===== config.mk =====
export PLATFORM = sky130hd
export DESIGN_NAME = mm_dma
export DESIGN_NICKNAME = d
export VERILOG_FILES = /design/src/rtl/mm_dma.sv
export SDC_FILE = /design/constraint.sdc
export NUM_CORES = 1
export LEC_CHECK = 0
export ABC_AREA = 1
export BUFFER_PORTS_ARGS = -buffer_cell sky130_fd_sc_hd__buf_2
export CAP_MARGIN = 10
export CORE_ASPECT_RATIO = 1.2
export CORE_UTILIZATION = 45
export DETAILED_ROUTE_END_ITERATION = 8
export GPL_ROUTABILITY_DRIVEN = 0
export PLACE_DENSITY = 0.68
export SETUP_SLACK_MARGIN = 0.05
export SYNTH_ARGS = -nofsm -noshare
export SYNTH_HDL_FRONTEND = slang
export SYNTH_SLANG_ARGS = --single-unit

===== constraint.sdc =====
create_clock -name clk -period 7.3 [get_ports clk]
set_clock_uncertainty 0.15 [all_clocks]
set_input_delay 0.73 -clock clk [delete_from_list [all_inputs] [get_ports clk]]
set_output_delay 0.73 -clock clk [all_outputs]
set_load 0.02 [all_outputs]

===== src/rtl/mm_dma.sv =====
`default_nettype none
// ============================================================================
//  Module   : mm_dma
//  Purpose  : Word-granular memory-to-memory copy engine. Programmed through a
//             small register slave port; moves LEN words from SRC to DST as
//             alternating read/write beats on a valid/ready master port and
//             reports completion through DONE and an optional level IRQ.
//  Ports    : clk, reset (async, active-high)
//             slave  : select, wstrb, addr, data_i -> ready, data_o
//             master : m_valid, m_addr, m_wdata, m_wstrb <- m_ready, m_rdata
//             irq    : DONE & IE, registered
//  Config   : MM_DMA_IRQ_EN - when defined, the IE bit is stored and irq is
//             driven; otherwise IE reads 0 and irq is tied low.
//  Revision : 1.0 - initial release
// ============================================================================
module mm_dma #(
    parameter int LEN_WIDTH = 16
) (
    input  logic        clk,
    input  logic        reset,
    input  logic        select,
    input  logic [3:0]  wstrb,
    input  logic [3:0]  addr,
    input  logic [31:0] data_i,
    output logic        ready,
    output logic [31:0] data_o,
    output logic        m_valid,
    output logic [31:0] m_addr,
    output logic [31:0] m_wdata,
    output logic [3:0]  m_wstrb,
    input  logic        m_ready,
    input  logic [31:0] m_rdata,
    output logic        irq
);

    localparam logic [1:0] c_st_idle = 2'd0;
    localparam logic [1:0] c_st_rd   = 2'd1;
    localparam logic [1:0] c_st_wr   = 2'd2;

    localparam logic [1:0] c_reg_src  = 2'd0;
    localparam logic [1:0] c_reg_dst  = 2'd1;
    localparam logic [1:0] c_reg_len  = 2'd2;
    localparam logic [1:0] c_reg_ctrl = 2'd3;

    logic [1:0]           r_state;
    logic [31:0]          r_src;
    logic [31:0]          r_dst;
    logic [LEN_WIDTH-1:0] r_len;
    logic [31:0]          r_buf;
    logic                 r_done;
    logic                 r_aborted;
    logic                 r_abort_pend;
    logic                 r_served;
    logic                 r_ready;
    logic [31:0]          r_data_o;
    logic                 r_m_valid;
    logic [31:0]          r_m_addr;
    logic [31:0]          r_m_wdata;
    logic [3:0]           r_m_wstrb;

    logic                 w_acc;
    logic                 w_wr;
    logic                 w_ctrl_wr;
    logic                 w_busy;
    logic                 w_abort;
    logic                 w_ie;
    logic [31:0]          w_len32;
    logic [31:0]          w_status;
    logic [31:0]          w_rdmux;
    logic                 w_unused;

    // Only the register index bits of the byte address matter.
    assign w_unused = ^addr[1:0];

    // One access per select assertion: r_served blocks a second ready until
    // select has been seen low.
    assign w_acc     = select && !r_served;
    assign w_wr      = w_acc && (wstrb != 4'd0);
    assign w_ctrl_wr = w_wr && (addr[3:2] == c_reg_ctrl) && wstrb[0];
    assign w_busy    = (r_state != c_st_idle);
    // An ABORT arriving on the same edge as the beat handshake still counts.
    assign w_abort   = r_abort_pend || (w_ctrl_wr && data_i[1]);

    always_comb begin
        w_len32                = '0;
        w_len32[LEN_WIDTH-1:0] = r_len;
    end

    assign w_status = {28'd0, r_aborted, w_ie, r_done, w_busy};

    always_comb begin
        w_rdmux = '0;
        case (addr[3:2])
            c_reg_src: w_rdmux = r_src;
            c_reg_dst: w_rdmux = r_dst;
            c_reg_len: w_rdmux = w_len32;
            default:   w_rdmux = w_status;
        endcase
    end

    function automatic logic [31:0] f_merge(input logic [31:0] old_val,
                                            input logic [31:0] new_val,
                                            input logic [3:0]  strb);
        logic [31:0] res;
        res = old_val;
        for (int b = 0; b < 4; b++) begin
            if (strb[b]) res[8*b +: 8] = new_val[8*b +: 8];
        end
        return res;
    endfunction

    always_ff @(posedge clk or posedge reset) begin
        if (reset) begin
            r_state      <= c_st_idle;
            r_src        <= '0;
            r_dst        <= '0;
            r_len        <= '0;
            r_buf        <= '0;
            r_done       <= 1'b0;
            r_aborted    <= 1'b0;
            r_abort_pend <= 1'b0;
            r_served     <= 1'b0;
            r_ready      <= 1'b0;
            r_data_o     <= '0;
            r_m_valid    <= 1'b0;
            r_m_addr     <= '0;
            r_m_wdata    <= '0;
            r_m_wstrb    <= '0;
        end else begin
            // Slave handshake: one-cycle ready, read data only in that cycle.
            r_ready  <= w_acc;
            r_data_o <= w_acc ? w_rdmux : 32'd0;
            if (!select) begin
                r_served <= 1'b0;
            end else if (w_acc) begin
                r_served <= 1'b1;
            end

            // Address/length registers are frozen while a copy runs.
            if (w_wr && !w_busy) begin
                case (addr[3:2])
                    c_reg_src: r_src <= f_merge(r_src, data_i, wstrb) & 32'hFFFF_FFFC;
                    c_reg_dst: r_dst <= f_merge(r_dst, data_i, wstrb) & 32'hFFFF_FFFC;
                    c_reg_len: begin
                        for (int i = 0; i < LEN_WIDTH; i++) begin
                            if (wstrb[i/8]) r_len[i] <= data_i[i];
                        end
                    end
                    default: ;
                endcase
            end

            if (w_ctrl_wr && data_i[3]) begin
                r_done    <= 1'b0;
                r_aborted <= 1'b0;
            end

            if (w_ctrl_wr && data_i[1] && w_busy) begin
                r_abort_pend <= 1'b1;
            end

            // Engine. Placed after the register-write logic so that a DONE
            // set on the same edge as a write-1-clear takes priority.
            case (r_state)
                c_st_idle: begin
                    if (w_ctrl_wr && data_i[0]) begin
                        r_done    <= 1'b0;
                        r_aborted <= 1'b0;
                        if (r_len == '0) begin
                            r_done <= 1'b1;
                        end else begin
                            r_state   <= c_st_rd;
                            r_m_valid <= 1'b1;
                            r_m_addr  <= r_src;
                            r_m_wstrb <= 4'h0;
                        end
                    end
                end

                c_st_rd: begin
                    if (!r_m_valid) begin
                        // Gap cycle over: issue the read beat.
                        r_m_valid <= 1'b1;
                        r_m_addr  <= r_src;
                        r_m_wstrb <= 4'h0;
                    end else if (m_ready) begin
                        r_m_valid <= 1'b0;
                        r_buf     <= m_rdata;
                        r_src     <= r_src + 32'd4;
                        if (w_abort) begin
                            r_state      <= c_st_idle;
                            r_aborted    <= 1'b1;
                            r_abort_pend <= 1'b0;
                        end else begin
                            r_state <= c_st_wr;
                        end
                    end
                end

                c_st_wr: begin
                    if (!r_m_valid) begin
                        r_m_valid <= 1'b1;
                        r_m_addr  <= r_dst;
                        r_m_wdata <= r_buf;
                        r_m_wstrb <= 4'hF;
                    end else if (m_ready) begin
                        r_m_valid <= 1'b0;
                        r_dst     <= r_dst + 32'd4;
                        r_len     <= r_len - LEN_WIDTH'(1);
                        if (w_abort) begin
                            r_state      <= c_st_idle;
                            r_aborted    <= 1'b1;
                            r_abort_pend <= 1'b0;
                        end else if (r_len == LEN_WIDTH'(1)) begin
                            r_state <= c_st_idle;
                            r_done  <= 1'b1;
                        end else begin
                            r_state <= c_st_rd;
                        end
                    end
                end

                default: begin
                    r_state   <= c_st_idle;
                    r_m_valid <= 1'b0;
                end
            endcase
        end
    end

`ifdef MM_DMA_IRQ_EN
    logic r_ie;
    logic r_irq;

    always_ff @(posedge clk or posedge reset) begin
        if (reset) begin
            r_ie  <= 1'b0;
            r_irq <= 1'b0;
        end else begin
            if (w_ctrl_wr) r_ie <= data_i[2];
            r_irq <= r_done && r_ie;
        end
    end

    assign w_ie = r_ie;
    assign irq  = r_irq;
`else
    assign w_ie = 1'b0;
    assign irq  = 1'b0;
`endif

    assign ready   = r_ready;
    assign data_o  = r_data_o;
    assign m_valid = r_m_valid;
    assign m_addr  = r_m_addr;
    assign m_wdata = r_m_wdata;
    assign m_wstrb = r_m_wstrb;

endmodule
`default_nettype wire


After elaboration in Yosys (flattened, before gate mapping)
Cells that the tools add are included.
- flip-flop bits (word level): 220
- logic and storage cells: 145
- input port bits: 76
- multiplexer cells: 87
- add/sub/neg operators: 3
- reduce and logical (&&, ||, !) cells: 24
- equal/unequal tests: 15
- bitwise operators: 1
- operator list (kind ; number):
    $mux W32 ; 15
    $pmux W32 S3 ; 2
    $mux W16 ; 5
    $add A32 B3 Y32 const B ; 2
    $mux W8 ; 8
    $mux W1 ; 41
    $eq A16 B1 Y1 const B ; 1
    $logic_not A16 Y1 ; 1
    $mux W4 ; 4
    $ne A2 B2 Y1 const B ; 8
    $sub A16 B1 Y16 const B ; 1
    $mux W2 ; 7
    $pmux W4 S3 ; 1
    $logic_and A1 B1 Y1 ; 9
    $eq A2 B2 Y1 const B ; 3
    $pmux W1 S2 ; 3
    $pmux W2 S3 ; 1
    $reduce_and A6 Y1 ; 1
    $reduce_and A5 Y1 ; 1
    $eq A2 B1 Y1 const B ; 2
    $logic_not A2 Y1 ; 2
    $reduce_and A2 Y1 ; 2
    $reduce_bool A4 Y1 ; 1
    $reduce_and A3 Y1 ; 1
    7 further kinds ; 8

Depth between registers and ports, before layout
- depth in word-level cells: 12
- gate-level depth with buffers: 12

Least setup slack after synthesis
No wires, ideal clock.
- path type: input -> register
- from: in wstrb[0]
- to: reg r_m_wstrb[2], in the netlist m_wstrb[2]
- path buffers: 2
- stages: 11
- arrival: 1.830 ns
- required time: 7.033 ns
- library setup time: 0.117 ns
- slack: 5.202 ns
- cell sequence: buf_2 > inv_1 > nor3_4 > nand2_1 > nand2_1 > nand2_1 > clkinv_2 > nand2_4 > buf_6 > nand2_1 > nand2_1
- cells in the longest elaborated chain, start to end: 7
- RTL lines (what ; line ; source):
    from (decl) ; 22 ; input logic [3:0] wstrb,
    $reduce_bool A4 Y1 ; 78 ; assign w_wr = w_acc && (wstrb != 4'd0);
    $logic_and A1 B1 Y1 ; 78 ;
    $logic_and A1 B1 Y1 ; 79 ; assign w_ctrl_wr = w_wr && (addr[3:2] == c_reg_ctrl) && wstrb[0];
    $logic_and A1 B1 Y1 (*) ; 79 ;
    $logic_and A1 B1 Y1 (*) ; 166 ; if (w_ctrl_wr && data_i[0]) begin
    $ne A2 B2 Y1 (no source line) (*) ; - ;
    $reduce_and A5 Y1 (no source line) (*) ; - ;
    to (signal assigned) ; 175 ; r_m_wstrb <= 4'h0;
    to (signal assigned) ; 185 ; r_m_wstrb <= 4'h0;
    to (signal assigned) ; 205 ; r_m_wstrb <= 4'hF;
    to (decl) ; 59 ; logic [3:0] r_m_wstrb;
Mark *: on every way between the ends. The rest lies on a longest branch, timed or not.
A chain may end at the register's enable or synchronous reset.

Worst setup path in the final report
- from: reg r_state[0]
- to: reg r_dst[6]
- cells in the longest elaborated chain, start to end: 7
- elaborated cells on any way between the ends: 8
- classes of those cells: 1 x eq/ne; 4 x mux; 3 x reduce/logical
- RTL lines (what ; line ; source):
    from (decl) ; 45 ; logic [1:0] r_state;
    from (signal assigned) ; 114 ; r_state <= c_st_idle;
    from (signal assigned) ; 172 ; r_state <= c_st_rd;
    from (signal assigned) ; 191 ; r_state <= c_st_idle;
    $reduce_bool A2 Y1 ; 80 ; assign w_busy = (r_state != c_st_idle);
    $logic_not A1 Y1 ; 140 ; if (w_wr && !w_busy) begin
    $logic_and A1 B1 Y1 ; 140 ;
    $mux W32 ; 140 ;
    $mux W32 ; 206 ; end else if (m_ready) begin
    $mux W32 ; 201 ; if (!r_m_valid) begin
    $mux W32 (*) ; 164 ; case (r_state)
    to (signal assigned) ; 143 ; c_reg_dst: r_dst <= f_merge(r_dst, data_i, wstrb) & 32'hFFFF_FFFC;
    to (signal assigned) ; 208 ; r_dst <= r_dst + 32'd4;
    to (decl) ; 47 ; logic [31:0] r_dst;
Marks and branches as above.

==> results.md <==
- Critical-path maximum fanout: between 60 and 70
- Worst Setup End Kind: flip-flop
- Hold-fix buffers, CTS: 0
- WP data required: 7560 ps
- I/O pin total: between 150 and 200
- Die area: roughly 0.028 mm^2
- Clock power share: between 20% and 30%
- Post-Syn Area: about 0.012 mm^2
- Largest net degree at the start of global routing: between 100 and 150
- Clk_lat worst skew: roughly 530 ps
- Remaining DRCs: 20
- Library cells used by synthesis: 36
- Final Setup Violations: 0
- Die X: roughly 150 um
- Initial core utilization: 46.1%
- Post-route cell area: 0.0142 mm^2
- Hold crit path type: input pin to flip-flop
- First-pass GRT wire length: slightly below 60000 um
- Worst path bufs/invs: 7
- Synth cell count leaders: nand2_1 (556), dfrtp_1 (217), inv_1 (188)
- # fillers: around 2600
- CTS tree: yes
- CP startpoint kind: flip-flop
- Count leader, synth: nand2_1
- Vias per cell: 5.43
- FP Rows: 65
- Most used DFF post-synth: dfrtp_1
- Share of post-route cells with drive strength above 1: ~15%
- Final Non-Filler Cells: 2192
- Max incr delay on CP: 470 ps
- Unrepaired setup endpoints after global routing: no
- Syn Area/Cell: between 7 and 8 um^2
- CP arrival: between 3000 and 4000 ps
- Clock Root Buffer: clkbuf_16
- Pwr Total: about 6 mW
- Inst Count DP: between 2000 and 2500
- Slew @ Worst Pin: ~1100 ps
- Hpwl dp: around 26000 um
- Failing checks: design-rule violations
- PD cells: around 430 mW/mm^2
- Fmax: just under 300 MHz
- Clock transition at path regs: 60 ps
- Final Cycle Share: about 46%
- Area growth, synth to finish: 16.1%
- Clock buffer depth: 3
- P_leak: between 7 and 8 nW
- WL/cell: 16.6 um
- Ys async rst share: 100%
- Internal power: ~3.4 mW
- Synth warnings: 0
- Global route overflow: 0
- Routed Antenna Nets: 0
- Initial antenna violation count: 0
- CP delay by family, top: buffers and inverters
- Number of global-route vias before repair: approximately 11000
- Total GRT Usage: about a quarter
- Status: finished with violations
- Fin util: 53.6%
- Synthesis-stage register bit count: ~220
- Tmin final: 3360 ps
- Logic pwr share: roughly 40%
- Critical path class: flip-flop to flip-flop
- Port Buf Inserts: around 180
- Worst VDD drop: 0.216 mV
- Mapped Nets: 1792
- ANT cells: 0
- Initial DRC Count: approximately 1300
- Nets: approximately 1900
- Slew Viols, Final: 0
- Synth area leaders: dfrtp_1 (45%), nand2_1 (17%), o21ai_0 (6.2%)
- Syn Inst Count: ~1700
- Post-CTS Setup Inserts: 0
- Resized Gates After CTS: 0
- Sw frac: a little over two fifths
- Sequential share of power: between 30% and 40%
- Total core area: ~0.026 mm^2
- Setup tns final: 0 ps
- Slowest-stage cell, CP: buf_4
- CTS sink count: ~220
- Post-synth EDFFs: 0
- Die Ht: about 180 um
- Post-synth top area cell: dfrtp_1
- Vias: around 12000
- Switching pwr: roughly 2.6 mW
- Critical-path cell list: inv_1 -> ha_2 -> buf_4 -> inv_1 -> nor2_2 -> buf_4 -> inv_1 -> buf_4 -> a21oi_1 -> o21ai_0 -> o21ai_0 -> inv_1
- # H-tree levels: 1
- Seq/Total Area, Yosys: between 40% and 50%
- Max-slew headroom: ~29%
- Routed wire length: roughly 36000 um
- Placed cell areas: between 0.01 and 0.015 mm^2
- Share of the synthesized area in the top cell type: between 40 and 50%
- Final Hold Viols: 0
- Clock buffer count from CTS: 25
- DRT Pass-1 Iters: 8
- # Max-Cap Violations: 0
- Critical Path Most Common Cell: inv_1
## cell usage in the layout, fill, tap and decap left out, drive strengths merged
cell and instances:
xor2 7, nor3 10, buf 187, or2 1, clkinvlp 1, nand3 124
nand2 559, o211ai 13, dfrtp 217, o22ai 8, o221ai 11, bufinv 7
nand3b 1, a21oi 78, nand4 53, o21ai 153, inv 190, clkinv 5
clkbuf 32, nor2 163, conb 1, xnor2 3, mux2 20, nor4 1
o21a 3, ha 9
## state kept, by name, indices dropped and copies added (netlist names)
register      cells
data_o           32
m_addr           32
m_wdata          32
r_buf            32
r_dst            32
r_src            32
r_len            16
r_state           2
m_valid           1
m_wstrb           1
r_abort_pend      1
r_aborted         1
r_done            1
r_served          1
ready             1
## logic make-up (layout without fill, tap and decap cells)
logic type / count (synthesis) / count (layout) / synth area share, %
buffers and inverters: 272 / 422 / 9.15
adders and majority gates: 9 / 9 / 0.923
AOI/OAI and AO/OA: 266 / 266 / 11.7
muxes: 20 / 20 / 1.85
other: 1 / 1 / 0.0307
and+or+nand+nor: 912 / 912 / 31.1
DFF: 217 / 217 / 44.5
xor gates and xnor gates: 10 / 10 / 0.718
## path summary, 6_finish.rpt
check                             endpoint  slack (ps)  cells after the start       start
worst max-delay path              r_dst[6]        3940                     12  r_state[0]
worst min-delay path              r_served         210                      1      select
worst max register to register    r_dst[6]        3940                     12  r_state[0]
worst min register to register  m_addr[10]         310                      2  m_addr[10]
max in group asynchronous        r_src[24]        5020                      3       reset
min in group asynchronous        m_addr[0]         230                      2       reset
## metal layers
metal  GRT usage, %  up-vias  part of all wire, %
met3           3.28       88                  8.1
met4           10.9        0                  3.9
met5              0        -                    0
met2           42.0      522                   45
li1               -     5771                    -
met1           36.6     5527                   43
## cell type report
cell class	instances	area [um^2]	area share, %
Tap cell	335	419	2.96
Inverter	191	726	5.13
Clock buffer	32	712	5.03
Clock inverter	12	238	1.68
Multi-Input combinational cell	1218	5670	40.0
Timing Repair Buffer	187	966	6.82
Sequential cell	217	5430	38.4
## power by group through the flow
| stage | sequential (mW) | clock (mW) | combinational [mW] |
|---|---|---|---|
| after CTS | 2.16 | 1.46 | 2.39 |
| after detailed placement | 2.18 | 0 | 2.38 |
| after global routing | 2.24 | 1.51 | 2.71 |
| after global placement | 2.16 | 0 | 2.34 |
| after floorplan | 2.26 | 0 | 1.59 |
| final | 2.18 | 1.44 | 2.40 |
## metrics by stage
| step | hold WS [ps] | setup WS [ps] |
|---|---|---|
| floorplan | 288 | 484 |
| global placement | 299 | 3950 |
| detailed placement | 304 | 3870 |
| CTS | 200 | 3990 |
| global route | 202 | 3640 |
| finish | 215 | 3940 |
No activity file was read; power rests on OpenSTA's default activity.
